[config.mk]
export PLATFORM = sky130hd
export DESIGN_NAME = ak_serial_sub
export DESIGN_NICKNAME = d
export VERILOG_FILES = /design/src/rtl/ak_arith_pkg.sv /design/src/rtl/ak_1bit_sub.sv /design/src/rtl/ak_serial_sub.sv
export SDC_FILE = /design/constraint.sdc
export NUM_CORES = 1
export LEC_CHECK = 0
export ABC_CLOCK_PERIOD_IN_PS = 2200
export CELL_PAD_IN_SITES_DETAIL_PLACEMENT = 1
export CELL_PAD_IN_SITES_GLOBAL_PLACEMENT = 2
export CORE_MARGIN = 5
export CORE_UTILIZATION = 31
export CTS_CLUSTER_DIAMETER = 50
export DETAILED_ROUTE_END_ITERATION = 6
export PLACE_DENSITY = 0.86
export SETUP_SLACK_MARGIN = 0.5
export SLEW_MARGIN = 20
export SYNTH_ARGS = -nofsm -noshare
export SYNTH_HDL_FRONTEND = slang
export SYNTH_HIERARCHICAL = 1
export SYNTH_SLANG_ARGS = --single-unit
[constraint.sdc]
create_clock -name clk -period 2.2 [get_ports clk]
set_input_delay 0.44 -clock clk [delete_from_list [all_inputs] [get_ports clk]]
set_output_delay 0.44 -clock clk [all_outputs]
set_load 0.05 [all_outputs]
[src/rtl/ak_arith_pkg.sv]
// Shared arithmetic definitions: FSM state encoding for the serial units and
// the 1-bit borrow/carry cell equations used by the subtractor and adder family.
package ak_arith_pkg;

    typedef enum logic [1:0] {
        IDLE = 2'd0,
        CALC = 2'd1,
        DONE = 2'd2
    } state_t;

    function automatic logic sub_diff(input logic a, input logic b, input logic bin);
        return a ^ b ^ bin;
    endfunction

    function automatic logic sub_borrow(input logic a, input logic b, input logic bin);
        return (~a & b) | (~(a ^ b) & bin);
    endfunction

    function automatic logic add_sum(input logic a, input logic b, input logic cin);
        return a ^ b ^ cin;
    endfunction

    function automatic logic add_carry(input logic a, input logic b, input logic cin);
        return (a & b) | ((a ^ b) & cin);
    endfunction

endpackage

[src/rtl/ak_1bit_sub.sv]
// Purely combinational 1-bit full-subtractor cell; counterpart of the 1-bit
// full-adder cell.
module ak_1bit_sub
    import ak_arith_pkg::*;
(
    input  logic a,
    input  logic b,
    input  logic bin,
    output logic d,
    output logic bout
);

    assign d    = sub_diff(a, b, bin);
    assign bout = sub_borrow(a, b, bin);

endmodule

[src/rtl/ak_serial_sub.sv]
// Bit-serial unsigned subtractor: A - B - B0, one bit per clock, LSB first,
// through a single full-subtractor cell with a registered borrow.
module ak_serial_sub
    import ak_arith_pkg::*;
#(
    parameter int WIDTH = 4
) (
    input  logic             clk,
    input  logic             rst_n,
    input  logic             in_valid,
    output logic             in_ready,
    input  logic [WIDTH-1:0] A,
    input  logic [WIDTH-1:0] B,
    input  logic             B0,
    output logic             out_valid,
    input  logic             out_ready,
    output logic [WIDTH-1:0] ankit_diff,
    output logic             BW
);

    localparam int CW = $clog2(WIDTH);
    localparam logic [CW-1:0] LAST = CW'(WIDTH - 1);

    state_t           state, state_nxt;
    logic [CW-1:0]    count;
    logic [WIDTH-1:0] a_sh, b_sh, diff_sh;
    logic             borrow;
    logic             cell_d, cell_bout;
    logic             accept;

    ak_1bit_sub u_cell (
        .a    (a_sh[0]),
        .b    (b_sh[0]),
        .bin  (borrow),
        .d    (cell_d),
        .bout (cell_bout)
    );

    assign accept = in_valid & in_ready;

    // NOTE: sequential state uses non-blocking assignments only, so every flop
    // samples values from before the edge regardless of process order.
    always_ff @(posedge clk or negedge rst_n) begin
        if (!rst_n) state <= IDLE;
        else        state <= state_nxt;
    end

    // NOTE: every output of this block gets a default first; a path that leaves
    // one unassigned would infer a latch.
    always_comb begin
        state_nxt = state;
        in_ready  = 1'b0;
        out_valid = 1'b0;
        case (state)
            IDLE: begin
                in_ready = 1'b1;
                if (in_valid) state_nxt = CALC;
            end
            CALC: begin
                if (count == LAST) state_nxt = DONE;
            end
            DONE: begin
                out_valid = 1'b1;
                if (out_ready) state_nxt = IDLE;
            end
            default: state_nxt = IDLE;
        endcase
    end

    // NOTE: the shift registers are cleared by reset so the result outputs read
    // zero while reset is asserted and after an aborted operation.
    always_ff @(posedge clk or negedge rst_n) begin
        if (!rst_n) begin
            count   <= '0;
            a_sh    <= '0;
            b_sh    <= '0;
            diff_sh <= '0;
            borrow  <= 1'b0;
        end else begin
            case (state)
                IDLE: begin
                    if (accept) begin
                        a_sh   <= A;
                        b_sh   <= B;
                        borrow <= B0;
                        count  <= '0;
                    end
                end
                CALC: begin
                    diff_sh <= {cell_d, diff_sh[WIDTH-1:1]};
                    a_sh    <= {1'b0, a_sh[WIDTH-1:1]};
                    b_sh    <= {1'b0, b_sh[WIDTH-1:1]};
                    borrow  <= cell_bout;
                    count   <= count + 1'b1;
                end
                default: ;
            endcase
        end
    end

    // Result registers are left untouched outside CALC, so the outputs hold
    // from DONE entry until the next accept.
    assign ankit_diff = diff_sh;
    assign BW         = borrow;

endmodule

# --- Word level (Yosys, flattened, before mapping) ---
# Cells that the tools add are included.
word_totals:
  out_inout_bits: 7
  register_bits: 17
classes:
  mux: 14
  addsub: 1
  bitwise_logic: 8
  n_reduce_logical: 4
  eq_ne: 7
ops:
  columns: ["cell", "count"]
  rows:
  - ["4-bit one-hot mux with 2 select lines", 2]
  - ["2-bit two-way mux", 4]
  - ["4-bit two-way mux", 2]
  - ["2-bit inequality test, second input constant", 4]
  - ["2-bit one-hot mux with 3 select lines", 1]
  - ["2-bit == test, second input constant", 2]
  - ["2-bit one-hot mux with 2 select lines", 1]
  - ["1-bit bitwise AND", 3]
  - ["1-bit two-way mux", 3]
  - ["3-bit AND reduction", 1]
  - ["2-bit by 1-bit adder with 2-bit output, second input constant", 1]
  - ["2-bit by 1-bit == test with 1-bit output, second input constant", 1]
  - ["2-bit logical NOT", 1]
  - ["1-bit inverter", 2]
  - ["1-bit one-hot mux with 2 select lines", 1]
  - ["2-bit AND reduction", 1]
  - ["2-bit nonzero test", 1]
  - ["1-bit bitwise XOR", 2]
  - ["1-bit bitwise OR", 1]

# --- Logic depth before layout (Yosys ltp) ---
# Gate-level depths: netlist of the first run.
depth:
  word_depth: 5
  ltp_mapped: 5

# --- Modules after synthesis ---
# The synthesis of the first run kept the hierarchy.
modules_own_cells:
  columns: ["mod", "n_inst", "area_per_inst_um2", "seq_area_each_um2", "cells_each"]
  rows:
  - ["ak_serial_sub", 1, 770.7, 425.4, 71]
  - ["ak_1bit_sub", 1, 31.3, 0.0, 4]

# --- Least setup slack after synthesis of the first run ---
# OpenSTA, ideal clock, no wires.
synth_path:
  path_type: "reg-to-output"
  from: "register state[1]"
  to: "output out_valid"
  path_stages_with_launch: 4
  n_path_buf: 1
  path_slack_ps: 541
  t_arrival_ps: 1219
  cell_sequence: "dfrtp_1 buf_6 inv_1 nor2_1"
synth_between:
  elab_chain_len: 2
synth_lines:
  columns: ["item", "line", "source"]
  rows:
  - ["start, declared", "ak_serial_sub.sv:24", "state_t state, state_nxt;"]
  - ["start signal, assigned", "ak_serial_sub.sv:45", "else state <= state_nxt;"]
  - ["2-bit == test", "ak_serial_sub.sv:54", "case (state)"]
  - ["1-bit two-way mux", "ak_serial_sub.sv:54", null]
  - ["end, declared", "ak_serial_sub.sv:15", "output logic out_valid,"]
# Every way passes these cells.

# --- Worst setup path after layout of the first run ---
layout_path:
  from: "register diff_sh[2], in the netlist ankit_diff[2]"
  to: "output ankit_diff[2]"
layout_rtl:
  columns: ["item", "line", "source"]
  rows:
  - ["start, declared", "ak_serial_sub.sv:26", "logic [WIDTH-1:0] a_sh, b_sh, diff_sh;"]
  - ["start signal, assigned", "ak_serial_sub.sv:90", "diff_sh <= {cell_d, diff_sh[WIDTH-1:1]};"]
  - ["end, declared", "ak_serial_sub.sv:17", "output logic [WIDTH-1:0] ankit_diff,"]
# No word-level cell between the ends.

==> flow_summary.yaml, run 1 <==
cts:
  cts.sinks: 17
  cts_buffers: 3
  clk_path_buf_depth: 2
  clkTransAtPathRegs_ns: 0.10
  cts_tree: "built"
  ctsHoldBuffers: 0
  worstSkewPairLatency_ns: 0.29
  root_buffer: "clkbuf_4"
  cts_max_level: 1
setup_path:
  cp_max_fo: 3
  rr_startpoint: "b_sh[0]"
  endpoint_kind: "primary output"
  critPathSlowestCell: "dlygate4sd2_1"
  critPathLaunch: "ankit_diff[2]"
  crit_type: "register to primary output"
  critPathTopFamily: "buffers and inverters"
  worstPathCellList: "dlygate4sd2_1"
  critPathLaunchType: "register"
  required_ns: 1.76
  slowest_delay_ns: 0.53
  path_buf_inv: 1
  worstPathArrival_ns: 1.19
route:
  drtIter0Drc: 4
  ant_nets: 0
  drcViolationCount: 0
  routed_wl_um: 1904
  num_vias: 658
  wire_per_inst_um: 14.99
  vias_per_cell: 5.181
  drtPass1Iterations: 2
finish:
  final_cell_mix: "16 x dfrtp_1, 14 x o22ai_1, 12 x clkdlybuf4s50_1"
  final_core_util_pct: 41.87
  areaGrowthSynthToFinish_pct: 29.33
  nNetsFinal: 113
  fillers: 301
  diodes: 0
  final_common_cell: "dfrtp_1"
  final_layout_size_suffix_gt1_share_pct: 18.56
sta:
  fin_skew_ns: 0.001309
  min_period_ns: 1.632
  maxSlewViolCount: 0
  setup_viol: 0
  worst_pin_slew_ns: 0.4871
  hold_ws_ns: 0.4661
  max_freq_ghz: 0.6126
  hold_viol: 0
  rsz0062_at_grt: "yes"
  fin_crit_sh_pct: 74.20
  maxSlewHeadroom_pct: 67.66
  fin_setup_tns_ns: 0
  setup_ws_ns: 0.5677
synthesis:
  yosysUniqueCellTypes: 20
  syn_area_sq_um: 802.0
  syn-instance-count: 75
  ys_seq_area_share_pct: 53.04
  synth-async-reset-ratio_pct: 100.0
  synth_edf_count: 0
  syn_nets: 90
  ys_warn_count: 6
  synthTopCellsByArea: "dfrtp_1 53%, o22ai_1 11%, o21ai_0 5.0%"
  synth.avg_cell_area_sq_um: 10.69
  yosys_register_bits: 17
  yosysTopAreaCellShare_pct: 53.04
  synth_top_area_cell: "dfrtp_1"
  synth_top_flop_cell: "dfrtp_1"
pwr:
  finalPower_w: 0.001641
  p_int_w: 0.0008818
  p_leak_nw: 0.4512
  seqPwrFrac_pct: 36.8
  vdd_drop_max_mv: 0.8250
  combPwrFrac_pct: 52.9
  switchingPower_w: 0.0007587
  p_per_area_mw_per_mm2: 1582
  p_clk_share_pct: 10.4
  sw_frac_of_total_pct: 46.25
die:
  dieArea_sq_mm: 0.003705
  dieHeight_um: 60.87
  core_sq_mm: 0.002477
  start_util_pct: 32.37
  io_pins: 20
  die_w_um: 60.87
  std_cell_rows: 18
global_routing:
  grt_max_degree: 18
  grt_pass1_vias: 705
  grt_pass1_wl_um: 3222
  gr-total-overflow: 0
  antenna_found_initial: 0
  grtUsageTotal_pct: 11.75
flow_run:
  maxCapViolCount: 0
placed_design:
  gp_congestion: 0.7126
  place_hpwl_um: 1392
  io_buffers: 19
  dp_slack_ns: 0.4117
run_status:
  outcome: "finished, final reports clean"
min_path:
  hp-class: "input port to async pin"
==> worst register-to-register path: cells and delay by family, from the launching register on <==
family                   cells  cell delay (ns)
multiplexers                 1             0.26
adder cells (fa/ha/maj)      1             0.40
buffers and inverters        1             0.08
flip-flops                   1             0.41
==> final cells by class <==
cell class | instances | area [sq um] | share of cell area (%)
inverter | 8 | 33.78 | 3.257
multi-input combinational | 46 | 314.1 | 30.28
tap | 30 | 37.54 | 3.619
sequential | 17 | 426.7 | 41.13
clock buffer | 4 | 26.28 | 2.533
timing repair buffer | 22 | 198.9 | 19.18
==> power groups by stage <==
stage,registers (W),logic [W],clock network (W)
global placement,0.000608,0.000848,0
finish,0.000603,0.000867,0.000170
detailed placement,0.000620,0.000875,0
global route,0.000627,0.000960,0.000189
CTS,0.000599,0.000869,0.000175
floorplan,0.000736,0.000524,0
==> Yosys cell counts, types with 2 or more instances <==
cell type and count:
inv_1 7, buf_6 2, o21ai_0 8, nor2_1 4
a21oi_1 7, dfrtp_1 17, o22ai_1 14, mux2_2 3
nand2_1 2
==> registers in the layout, indices dropped and copies added (netlist names) <==
signal and flops:
ankit_diff 4, b_sh 4, a_sh 4, count 2
BW 1, state 2
==> cells by family after synthesis <==
logic type                 Yosys count  share of synthesized area (%)
buffers and inverters               12                          8.112
muxes                                5                          7.331
adders and majority gates            2                          4.056
DFF                                 17                          53.04
and+or+nand+nor                      9                          6.085
AOI/OAI and AO/OA                   30                          21.37
==> per-stage QoR <==
step	cell area [sq um]	cells
after floorplan	802.0	75
after global placement	997.2	121
after detailed placement	997.2	121
after CTS	1026	126
after global routing	1037	127
final	1037	127
==> path summary, 6_finish.rpt <==
path | to | slack, ns | depth (start not counted)
worst max-delay path | ankit_diff[2] | 0.57 | 1
worst min-delay path | ankit_diff[0] | 0.47 | 2
worst max register to register | ankit_diff[3] | 0.93 | 3
worst min register to register | count[0] | 0.51 | 1
max in group asynchronous | state[1] | 1.53 | 2
min in group clk | count[0] | 0.51 | 1
==> timing repair <==
| item | CTS | global route |
|---|---|---|
| gates resized for setup | 6 | 5 |
| setup endpoints to repair | 6 | 3 |
| gates cloned | 0 | 0 |
| setup buffers | 1 | 1 |
==> layer usage <==
layer,track usage (%),share of wire (%)
met1,14.96,47
met2,18.63,46
met3,2.979,5.7
met4,5.573,2.0
met5,0,0
(Power assumes the default switching activity.)
==> inputs of run 2 (changes only) <==
ABC_CLOCK_PERIOD_IN_PS = 1400   (was 2200)
CORE_UTILIZATION = 26   (was 31)
PLACE_DENSITY = 0.78   (was 0.86)
clock period = 1.4 ns   (was 2.2 ns; I/O delays follow)
==> run 2 against run 1 <==
- flip-flop and latch count unchanged
- critical path depth up 2
- total power up 120%
- first-iteration DRC count rose to 5.0 times the previous value
- combinational power rose to 2.7 times the previous value
- register-to-register slack worse by 0.83 ns
- critical path type unchanged
- largest cell class is now multi-input gates
- highest routed layer unchanged
- critical endpoint is now out_valid
==> flow_summary.yaml, run 2 (synthesized netlist as in run 1, its figures left out) <==
setup_path:
  required_ns: 1.12
  worstPathCellList: "inv_2, nor2_4, buf_12"
  cp_max_fo: 3
  path_buf_inv: 2
  crit_type: "register to primary output"
  critPathSlowestCell: "dfrtp_2"
  critPathTopFamily: "flip-flops"
  critPathLaunchType: "register"
  endpoint_kind: "primary output"
  slowest_delay_ns: 0.42
  worstPathArrival_ns: 1.06
route:
  drt-met1-wl_um: 1039
  drtIter0Drc: 20
  drtPass1Iterations: 2
  routed_wl_um: 2320
  drcViolationCount: 0
  wire_per_inst_um: 15.78
  route.met2.wl_um: 1165
  ant_nets: 0
  top_layer: "met4"
  wl_met3_um: 88
  vias_per_cell: 4.986
  num_vias: 733
sta:
  min_period_ns: 1.339
  worst_pin_slew_ns: 0.2837
  fin_skew_ns: 0.003128
  fin_setup_tns_ns: 0
  max_freq_ghz: 0.7469
  hold_viol: 0
  maxSlewViolCount: 0
  setup_viol: 0
  maxSlewHeadroom_pct: 81.06
  hold_ws_ns: 0.3039
  rsz0062_at_grt: "yes"
  fin_crit_sh_pct: 95.63
finish:
  diodes: 0
  final_cell_mix: "18 x buf_4, 14 x dfrtp_1, 11 x clkdlybuf4s50_1"
  final_layout_size_suffix_gt1_share_pct: 55.26
  nNetsFinal: 130
  final_common_cell: "buf_4"
  areaGrowthSynthToFinish_pct: 72.39
  fillers: 326
  final-seq-area_sq_um: 429.2
  multi_input_area_sq_um: 440.4
die:
  core_sq_mm: 0.003003
  std_cell_rows: 20
  io_pins: 20
  die_w_um: 65.54
  dieHeight_um: 65.54
  start_util_pct: 26.71
  dieArea_sq_mm: 0.004295
cts:
  clk_path_buf_depth: 2
  cts_max_level: 1
  ctsHoldBuffers: 0
  cts.sinks: 17
  clkTransAtPathRegs_ns: 0.11
  worstSkewPairLatency_ns: 0.29
  cts_buffers: 3
  cts_tree: "built"
  root_buffer: "clkbuf_4"
run_status:
  outcome: "finished, final reports clean"
pwr:
  p_leak_nw: 0.6080
  vdd_drop_max_mv: 0.6369
  p_per_area_mw_per_mm2: 2620
placed_design:
  gp_congestion: 0.7155
  place_hpwl_um: 1502
  io_buffers: 19
min_path:
  hp-class: "input port to async pin"
global_routing:
  grt_pass1_wl_um: 3698
  antenna_found_initial: 0
  gr-total-overflow: 0
  grt_pass1_vias: 794
  grtUsageTotal_pct: 11.47
  grt_max_degree: 18
flow_run:
  maxCapViolCount: 0
-- run 2: cell types whose count changed in the layout (fill, tap and decap cells not counted), moves of 3 or more --
cell / change
buf_4: +13
o22ai_1: -9
o22ai_2: +9
o21ai_0: -8
buf_12: +7
o21ai_1: +6
dlygate4sd2_1: -3
inv_1: -3
inv_2: +3
nor2_4: +3
-- run 2: cell type report --
cell class / count / share of cell area (%)
multi-input cells: 47 / 31.86
flip-flops and latches: 17 / 31.04
repair buffers: 38 / 29.59
well taps: 33 / 2.986
inverters: 8 / 2.534
clock buffers: 3 / 1.629
clock inverters: 1 / 0.3620
-- run 2: metal layers --
metal	vias to the layer above	global-route usage, %
li1	349	-
met1	366	13.08
met2	16	19.60
met3	2	2.735
met4	0	6.218
met5	-	0
-- run 2: worst register-to-register path, delay by kind of cell, from the launching register on --
kind	cells	cell delay, ns
DFF	1	0.45
muxes	1	0.27
adders and majority gates	1	0.42
buffers and inverters	1	0.06
-- run 2: per-stage QoR --
| step | std cells | instance area (sq um) | total power, W | setup WS, ns | utilization, % |
|---|---|---|---|---|---|
| floorplan | 75 | 823.3 | 0.002040 | 0.03134 | - |
| finish | 147 | 1383 | 0.003622 | 0.06114 | 46.04 |
| global route | 147 | 1383 | 0.003856 | 0.003223 | 46.04 |
| global placement | 127 | 1114 | 0.002627 | 0.05932 | 37.08 |
| CTS | 140 | 1235 | 0.003241 | 0.04304 | 41.13 |
| detailed placement | 127 | 1114 | 0.002716 | 0.001141 | 37.08 |
-- run 2: where the power goes --
part / switching [W] / internal (W)
registers: 0.000247 / 0.000744
clock network: 0.000171 / 0.000106
logic: 0.00111 / 0.00125
total: 0.00152 / 0.00210
-- run 2: what timing repair did --
action                                  CTS  global route
gates cloned                              0             1
gates resized for setup                  12            24
buffers inserted                          9             6
endpoints found under the setup margin   24            24
endpoints found under the hold margin     0             0
pin swaps                                 1             2
-- run 2: path summary, 6_finish.rpt --
path | from | endpoint | slack (ns) | cells after the start
max | state[1] | out_valid | 0.06 | 3
min | rst_n | ankit_diff[1] | 0.30 | 2
max reg2reg | BW | ankit_diff[3] | 0.10 | 3
min reg2reg | count[0] | count[0] | 0.50 | 1
max in group asynchronous | rst_n | state[1] | 0.89 | 2
min in group clk | in_valid | b_sh[3] | 0.48 | 4
